===== config.mk =====
export PLATFORM = sky130hd
export DESIGN_NAME = game_ctrl
export DESIGN_NICKNAME = d
export VERILOG_FILES = /design/src/rtl/game_ctrl_pkg.sv /design/src/rtl/game_ctrl_sat_counter.sv /design/src/rtl/game_ctrl.sv
export SDC_FILE = /design/constraint.sdc
export NUM_CORES = 1
export LEC_CHECK = 0
export CORE_MARGIN = 5
export CORE_UTILIZATION = 40
export DETAILED_ROUTE_END_ITERATION = 16
export GPL_ROUTABILITY_DRIVEN = 0
export MAX_ROUTING_LAYER = met4
export PLACE_DENSITY = 0.62
export SETUP_SLACK_MARGIN = 0.4
export SYNTH_ARGS = -nofsm -noshare
export SYNTH_HDL_FRONTEND = slang
export SYNTH_HIERARCHICAL = 1
export SYNTH_SLANG_ARGS = --single-unit
export TNS_END_PERCENT = 5

===== constraint.sdc =====
create_clock -name clk -period 2.6 [get_ports clk]
set_clock_uncertainty 0.05 [all_clocks]
set_input_delay 0.65 -clock clk [delete_from_list [all_inputs] [get_ports clk]]
set_output_delay 0.65 -clock clk [all_outputs]
set_load 0.02 [all_outputs]

===== src/rtl/game_ctrl_pkg.sv =====
// Shared definitions for the hit-the-LED game sequencer: session states and display widths.
package game_ctrl_pkg;

    typedef enum logic [1:0] {
        ST_IDLE  = 2'd0,
        ST_READY = 2'd1,
        ST_PLAY  = 2'd2,
        ST_OVER  = 2'd3
    } state_e;

    localparam int unsigned SCORE_W   = 8;
    localparam int unsigned SCORE_MAX = 255;
    localparam int unsigned DIFF_W    = 3;

endpackage


===== src/rtl/game_ctrl_sat_counter.sv =====
// Saturating up-counter with synchronous clear; clear takes priority over increment.
module sat_counter #(
    parameter int unsigned WIDTH = 8,
    parameter int unsigned MAX   = 255
) (
    input  logic             clk,
    input  logic             rst,
    input  logic             clr_i,
    input  logic             inc_i,
    output logic [WIDTH-1:0] count_o
);

    localparam logic [WIDTH-1:0] MAX_V = WIDTH'(MAX);

    logic [WIDTH-1:0] count_q, count_d;

    always_comb begin
        count_d = count_q;
        if (clr_i) begin
            count_d = '0;
        end else if (inc_i && (count_q != MAX_V)) begin
            count_d = count_q + 1'b1;
        end
    end

    always_ff @(posedge clk or posedge rst) begin
        if (rst) begin
            count_q <= '0;
        end else begin
            count_q <= count_d;
        end
    end

    assign count_o = count_q;

endmodule


===== src/rtl/game_ctrl.sv =====
// Session sequencer: idle -> ready countdown -> play -> game over, with score, lives and
// difficulty tracking from the hit/miss pulses of the judging logic.
module game_ctrl
    import game_ctrl_pkg::*;
#(
    parameter int unsigned LIVES          = 3,
    parameter int unsigned HITS_PER_LEVEL = 8,
    parameter int unsigned MAX_DIFF       = 7,
    parameter int unsigned READY_CYCLES   = 32
) (
    input  logic              clk,
    input  logic              rst,
    input  logic              start,
    input  logic              hit,
    input  logic              miss,
    output logic              enable,
    output logic [DIFF_W-1:0] difficulty,
    output logic [SCORE_W-1:0] score,
    output logic [1:0]        lives,
    output logic [1:0]        state,
    output logic              game_over
);

    localparam int unsigned STREAK_W = $clog2(HITS_PER_LEVEL + 1);
    localparam int unsigned CNT_W    = $clog2(READY_CYCLES + 1);

    localparam logic [CNT_W-1:0]    READY_LAST = CNT_W'(READY_CYCLES - 1);
    localparam logic [STREAK_W-1:0] HITS_LAST  = STREAK_W'(HITS_PER_LEVEL - 1);
    localparam logic [1:0]          LIVES_INIT = 2'(LIVES);

    state_e              state_q, state_d;
    logic [CNT_W-1:0]    cnt_q, cnt_d;
    logic [STREAK_W-1:0] streak_q, streak_d;
    logic [1:0]          lives_q, lives_d;
    logic                start_q;
    logic                enable_q, game_over_q;

    logic start_rise;
    logic game_clr;
    logic score_inc;
    logic diff_inc;

    assign start_rise = start & ~start_q;

    always_comb begin
        state_d   = state_q;
        cnt_d     = cnt_q;
        streak_d  = streak_q;
        lives_d   = lives_q;
        game_clr  = 1'b0;
        score_inc = 1'b0;
        diff_inc  = 1'b0;

        unique case (state_q)
            ST_IDLE, ST_OVER: begin
                if (start_rise) begin
                    state_d  = ST_READY;
                    cnt_d    = '0;
                    streak_d = '0;
                    lives_d  = LIVES_INIT;
                    game_clr = 1'b1;
                end
            end
            ST_READY: begin
                if (cnt_q == READY_LAST) begin
                    state_d = ST_PLAY;
                end else begin
                    cnt_d = cnt_q + 1'b1;
                end
            end
            ST_PLAY: begin
                // A miss in the same cycle as a hit discards the hit entirely.
                if (miss) begin
                    lives_d  = lives_q - 1'b1;
                    streak_d = '0;
                    if (lives_q == 2'd1) begin
                        state_d = ST_OVER;
                    end
                end else if (hit) begin
                    score_inc = 1'b1;
                    if (streak_q == HITS_LAST) begin
                        streak_d = '0;
                        diff_inc = 1'b1;
                    end else begin
                        streak_d = streak_q + 1'b1;
                    end
                end
            end
            default: state_d = ST_IDLE;
        endcase
    end

    always_ff @(posedge clk or posedge rst) begin
        if (rst) begin
            state_q     <= ST_IDLE;
            cnt_q       <= '0;
            streak_q    <= '0;
            lives_q     <= '0;
            start_q     <= 1'b0;
            enable_q    <= 1'b0;
            game_over_q <= 1'b0;
        end else begin
            state_q     <= state_d;
            cnt_q       <= cnt_d;
            streak_q    <= streak_d;
            lives_q     <= lives_d;
            start_q     <= start;
            enable_q    <= (state_d == ST_PLAY);
            game_over_q <= (state_d == ST_OVER);
        end
    end

    sat_counter #(
        .WIDTH (SCORE_W),
        .MAX   (SCORE_MAX)
    ) u_score (
        .clk     (clk),
        .rst     (rst),
        .clr_i   (game_clr),
        .inc_i   (score_inc),
        .count_o (score)
    );

    sat_counter #(
        .WIDTH (DIFF_W),
        .MAX   (MAX_DIFF)
    ) u_difficulty (
        .clk     (clk),
        .rst     (rst),
        .clr_i   (game_clr),
        .inc_i   (diff_inc),
        .count_o (difficulty)
    );

    assign enable    = enable_q;
    assign game_over = game_over_q;
    assign lives     = lives_q;
    assign state     = state_q;

endmodule


# Word-level counts from Yosys, hierarchy flattened
# Cells that the tools add are included.
dict set report totals {
  ff_bits 28
  latchBits 0
  ramBits 0
  romBits 0
  input_bits 5
  output_inout_bits 17
  wordCells 70
  mem_count 0
}
dict set report classes {
  n_addsub 5
  mul 0
  div 0
  n_lt_le_gt_ge 0
  eq_ne 14
  shifts 0
  muxes 29
  n_bitwise 2
  reduce_logical 11
}
# cell count
set op_table {}
lappend op_table {{two-way mux 4 bit} 4}
lappend op_table {{two-way mux 8 bit} 2}
lappend op_table {{two-way mux 2 bit} 6}
lappend op_table {{two-way mux 6 bit} 2}
lappend op_table {{case mux 6 bit (2 select lines)} 1}
lappend op_table {{two-way mux 1 bit} 9}
lappend op_table {{AND reduction 3 bit} 3}
lappend op_table {{adder 8 x 1 -> 8 bit, second input constant} 1}
lappend op_table {{== test 2 bit, second input constant} 4}
lappend op_table {{!= test 8 bit, second input constant} 1}
lappend op_table {{case mux 4 bit (2 select lines)} 1}
lappend op_table {{nonzero test 2 bit} 4}
lappend op_table {{adder 6 x 1 -> 6 bit, second input constant} 1}
lappend op_table {{== test 6 x 5 -> 1 bit, second input constant} 1}
lappend op_table {{two-way mux 3 bit} 2}
lappend op_table {{!= test 2 bit, second input constant} 3}
lappend op_table {{!= test 3 bit, second input constant} 2}
lappend op_table {{case mux 2 bit (3 select lines)} 1}
lappend op_table {{adder 4 x 1 -> 4 bit, second input constant} 1}
lappend op_table {{== test 2 x 1 -> 1 bit, second input constant} 2}
lappend op_table {{== test 4 x 3 -> 1 bit, second input constant} 1}
lappend op_table {{case mux 2 bit (2 select lines)} 1}
lappend op_table {{adder 3 x 1 -> 3 bit, second input constant} 1}
lappend op_table {{logical AND 1 bit} 2}
lappend op_table {{5 further kinds} 5}

# Longest topological paths before layout
dict set report logic_depth {
  ltp_word 8
  depth_mapped 8
  depth_no_buf 7
}

# Hierarchy
# Netlist, hierarchy kept.
# mod instances cells_per_inst area_per_inst_um2 seq_area_each_um2
set modules_own_cells {}
lappend modules_own_cells {game_ctrl 1 107 959.7 425.4}
lappend modules_own_cells {{sat_counter (u_score)} 1 49 504.2 200.2}
lappend modules_own_cells {{sat_counter (u_difficulty)} 1 16 187.7 75.1}

# Worst setup path after synthesis
# OpenSTA, ideal clock, no wires.
dict set report synth_path {
  path_kind {register -> register}
  startpoint {register state_q[0] (netlist: state[0])}
  endpoint {register cnt_q[5]}
  setup_ns 0.077
  arrival_ns 2.100
  t_required_ns 2.473
  slack_ns 0.372
  stages_incl_launch_ff 7
  path_buffers 1
  synth_period_minus_slack_ns 2.228
  path_cell_list {dfrtp_1 > inv_1 > ha_1 > clkbuf_1 > a221o_1 > or4_1 > a21oi_1}
}
dict set report synth_between {
  elab_chain_cells 4
  word_cells_on_any_way 9
  cone_classes {eq/ne (4); mux (1); reduce/logical (4)}
}
# item line_no
set synth_rtl {}
lappend synth_rtl {{start, declared} game_ctrl.sv:31} ;# state_e state_q, state_d;
lappend synth_rtl {{start signal, assigned} game_ctrl.sv:103} ;# state_q <= state_d;
lappend synth_rtl {{== test 2 bit / zero test 2 bit (equally long branches)} game_ctrl.sv:54} ;# unique case (state_q)
lappend synth_rtl {{OR reduction 2 bit} game_ctrl.sv:54}
lappend synth_rtl {{!= test 2 bit (no source line) / nonzero test 2 bit (equally long branches)} n/a}
lappend synth_rtl {{AND reduction 3 bit (no source line)} n/a}
lappend synth_rtl {{end signal, assigned} game_ctrl.sv:104} ;# cnt_q <= cnt_d;
lappend synth_rtl {{end, declared} game_ctrl.sv:32} ;# logic [CNT_W-1:0] cnt_q, cnt_d;
# Several ways; a longest one is shown, not always the timed one.
# A chain may end at the register's enable or synchronous reset.

# Worst setup path after layout
dict set report layout_path {
  startpoint {input hit}
  endpoint {register u_score.count_q[5] (netlist: u_score/count_o[5])}
}
dict set report layout_between {
  elab_chain_cells 5
}
# item line_no
set layout_rtl {}
lappend layout_rtl {{start, declared} game_ctrl.sv:14} ;# input logic hit,
lappend layout_rtl {{two-way mux 1 bit} game_ctrl.sv:79} ;# end else if (hit) begin
lappend layout_rtl {{two-way mux 1 bit} game_ctrl.sv:73} ;# if (miss) begin
lappend layout_rtl {{two-way mux 1 bit} game_ctrl.sv:54}
lappend layout_rtl {{via score_inc} game_ctrl.sv:40} ;# logic score_inc;
lappend layout_rtl {{logical AND 1 bit} game_ctrl_sat_counter.sv:21} ;# end else if (inc_i && (count_q != MAX_V)) begin
lappend layout_rtl {{nonzero test 2 bit (no source line)} n/a}
lappend layout_rtl {{end signal, assigned} game_ctrl_sat_counter.sv:30} ;# count_q <= count_d;
lappend layout_rtl {{end, declared} game_ctrl_sat_counter.sv:15} ;# logic [WIDTH-1:0] count_q, count_d;
# The timed path passes the listed nets, and every way through them passes these cells.

==> flow_summary.json <==
{
  "syn_nets": 185,
  "endpoint": "u_score/count_o[5]",
  "grt_antenna_before_repair": 0,
  "yosys_register_bits": 28,
  "cts_buffers": 3,
  "crit_fanout": 5,
  "hpwl_mm": 2.70,
  "grt_pass1_vias": 1372,
  "yosysSeqAreaShare": 0.424,
  "worstReg2RegStart": "state[0]",
  "h-tree-depth": 1,
  "initial_core_util": 0.413,
  "period_needed_ps": 2140,
  "final_common_cell": "dfrtp_1",
  "finalSetupViolCount": 0,
  "synth_edf_count": 0,
  "r2r_end": "cnt_q[3]",
  "p_leak_nw": 0.913,
  "pre_cts_slack_ps": 18.9,
  "ys.flop_type": "dfrtp_1",
  "m1WireLength_mm": 1.67,
  "grt_pass1_wl_mm": 6.22,
  "clock_sinks": 28,
  "drc_errors": 0,
  "worstPathRequired_ps": 2720,
  "layout.nets": 216,
  "startpoint": "hit",
  "worstPathArrival_ps": 2250,
  "relSlewSlack": 0.515,
  "worst_setup_path_end_kind": "register",
  "netlist_area_um2": 1650,
  "cts_tree": "yes",
  "io_buffers": 21,
  "reg2reg_setup_slack_ps": 530,
  "dieArea_um2": 5510,
  "track_usage": 0.147,
  "synth_area_per_cell_um2": 9.60,
  "reg2regPathDepth": 6,
  "wire_per_inst_um": 14.6,
  "start_kind": "primary input",
  "drt_pass1_iterations": 4,
  "final_cell_mix": "dfrtp_1 (27), clkdlybuf4s50_1 (20), inv_1 (13), o21ai_0 (13), nor2_1 (12)",
  "drtIter0Drc": 44,
  "num_vias": 1354,
  "hold_viol": 0,
  "met3_length_um": 69,
  "syn2layout_area_growth_pct": 23.5,
  "drv_slew": 0,
  "ant_nets": 0,
  "pin_count": 22,
  "clockRootBuffer": "clkbuf_8",
  "vdd_drop_max_mv": 0.346,
  "die_height_um": 74.3,
  "overflow": 0,
  "n_antenna_cell": 0,
  "final_layout_size_suffix_gt1_frac": 0.139,
  "hold_start": "streak_q[3]",
  "rows": 23,
  "routed_wl_mm": 3.67,
  "synth_cells": 172,
  "highest_layer": "met4",
  "fin_crit_sh": 0.822,
  "yosys_warnings": 6,
  "clk_pin_slew_ps": 100,
  "cts_buffer_depth": 2,
  "cap_viol_max_count": 0,
  "fin_ws_ps": 463,
  "viasPerCell": 5.37,
  "outcome": "finished clean",
  "hp-class": "reg -> reg",
  "fmax_mhz": 468,
  "synth.distinct_cells": 44,
  "rsz0062_at_grt": "true",
  "power_density_nw_per_um2": 536,
  "worst_pin_slew_ps": 726,
  "die_width_um": 74.3,
  "postCtsHoldBufs": 0,
  "clk_latency_ps": 280,
  "critPathKind": "in -> reg",
  "synthArstFlopShare": 1.00,
  "met2_length_mm": 1.88,
  "core-area_um2": 4000,
  "fin_setup_tns_ps": 0,
  "grt_max_degree": 18
}
## metrics by stage
step	power (mW)	util	hold WS, ps	cell area (um^2)	cells
floorplan	0.712	-	354	1650	172
global placement	0.803	0.488	414	1950	245
detailed placement	0.812	0.488	417	1950	245
CTS	1.08	0.503	435	2010	251
global route	1.16	0.510	464	2040	252
finish	1.09	0.510	436	2040	252
## final cells by class
class / instances / area (um^2)
well taps: 50 / 62.6
multi-input cells: 126 / 893
fillers: 374 / 1960
flip-flops and latches: 28 / 702
clock buffers: 4 / 45.0
inverters: 13 / 48.8
repair buffers: 31 / 288
## power breakdown
group	internal, mW	switching (mW)
registers	0.467	0.0325
logic	0.152	0.189
clock network	0.110	0.143
total	0.729	0.364
## registers in the layout (all words and copies together), names as in the netlist
signal,flops
streak_q,4
u_difficulty/count_o,3
start_q,1
enable,1
u_score/count_o,8
lives,2
game_over,1
state,2
cnt_q,6
## kinds of logic (layout without fill, tap and decap cells)
kind of cell               Yosys count  in the layout  share of synthesized area
AOI/OAI and AO/OA                   45             45                      0.179
adders and majority gates            8              8                     0.0606
buffers and inverters               18             48                     0.0455
DFF                                 28             28                      0.424
muxes                                7              7                     0.0576
and+or+nand+nor                     66             66                      0.233
## worst max-delay path, cell delays in order
cell,delay (ps)
clkdlybuf4s50_1,520
nand3b_1,120
inv_1,140
nand4_1,220
a211oi_2,280
mux2_4,310
## synthesized netlist by cell type, types with 3 or more instances
master,count,share of area
nor2b_1,8,0.030
dfrtp_1,28,0.42
o21ai_0,14,0.042
nand3_1,6,0.018
o31ai_1,4,0.018
inv_1,13,0.030
nor2_1,12,0.027
mux2_4,5,0.045
a21oi_1,9,0.027
nand4_1,3,0.011
nand2b_1,7,0.027
and3_1,4,0.015
clkbuf_1,4,0.0091
o22ai_1,3,0.011
ha_1,8,0.061
nand2_1,9,0.020
## worst min-delay path by stage
stage	cells past startpoint	endpoint	slack (ps)
after detailed placement	1	streak_q[3]	420
after CTS	1	streak_q[3]	440
after global placement	1	streak_q[3]	410
final	1	streak_q[3]	440
after floorplan	1	u_difficulty/count_o[0]	350
after global routing	1	streak_q[3]	460
## layer usage
| layer | vias up | global-route usage |
|---|---|---|
| met2 | 17 | 0.256 |
| met5 | - | - |
| met4 | 0 | 0.0415 |
| li1 | 678 | - |
| met1 | 653 | 0.179 |
| met3 | 6 | 0.0203 |
## repair_timing
action	4_1_cts	5_1_grt
gates resized for setup	0	5
pin swaps	3	2
setup endpoints to repair	1	6
buffers inserted	2	1
No activity file was read; power rests on OpenSTA's default activity.
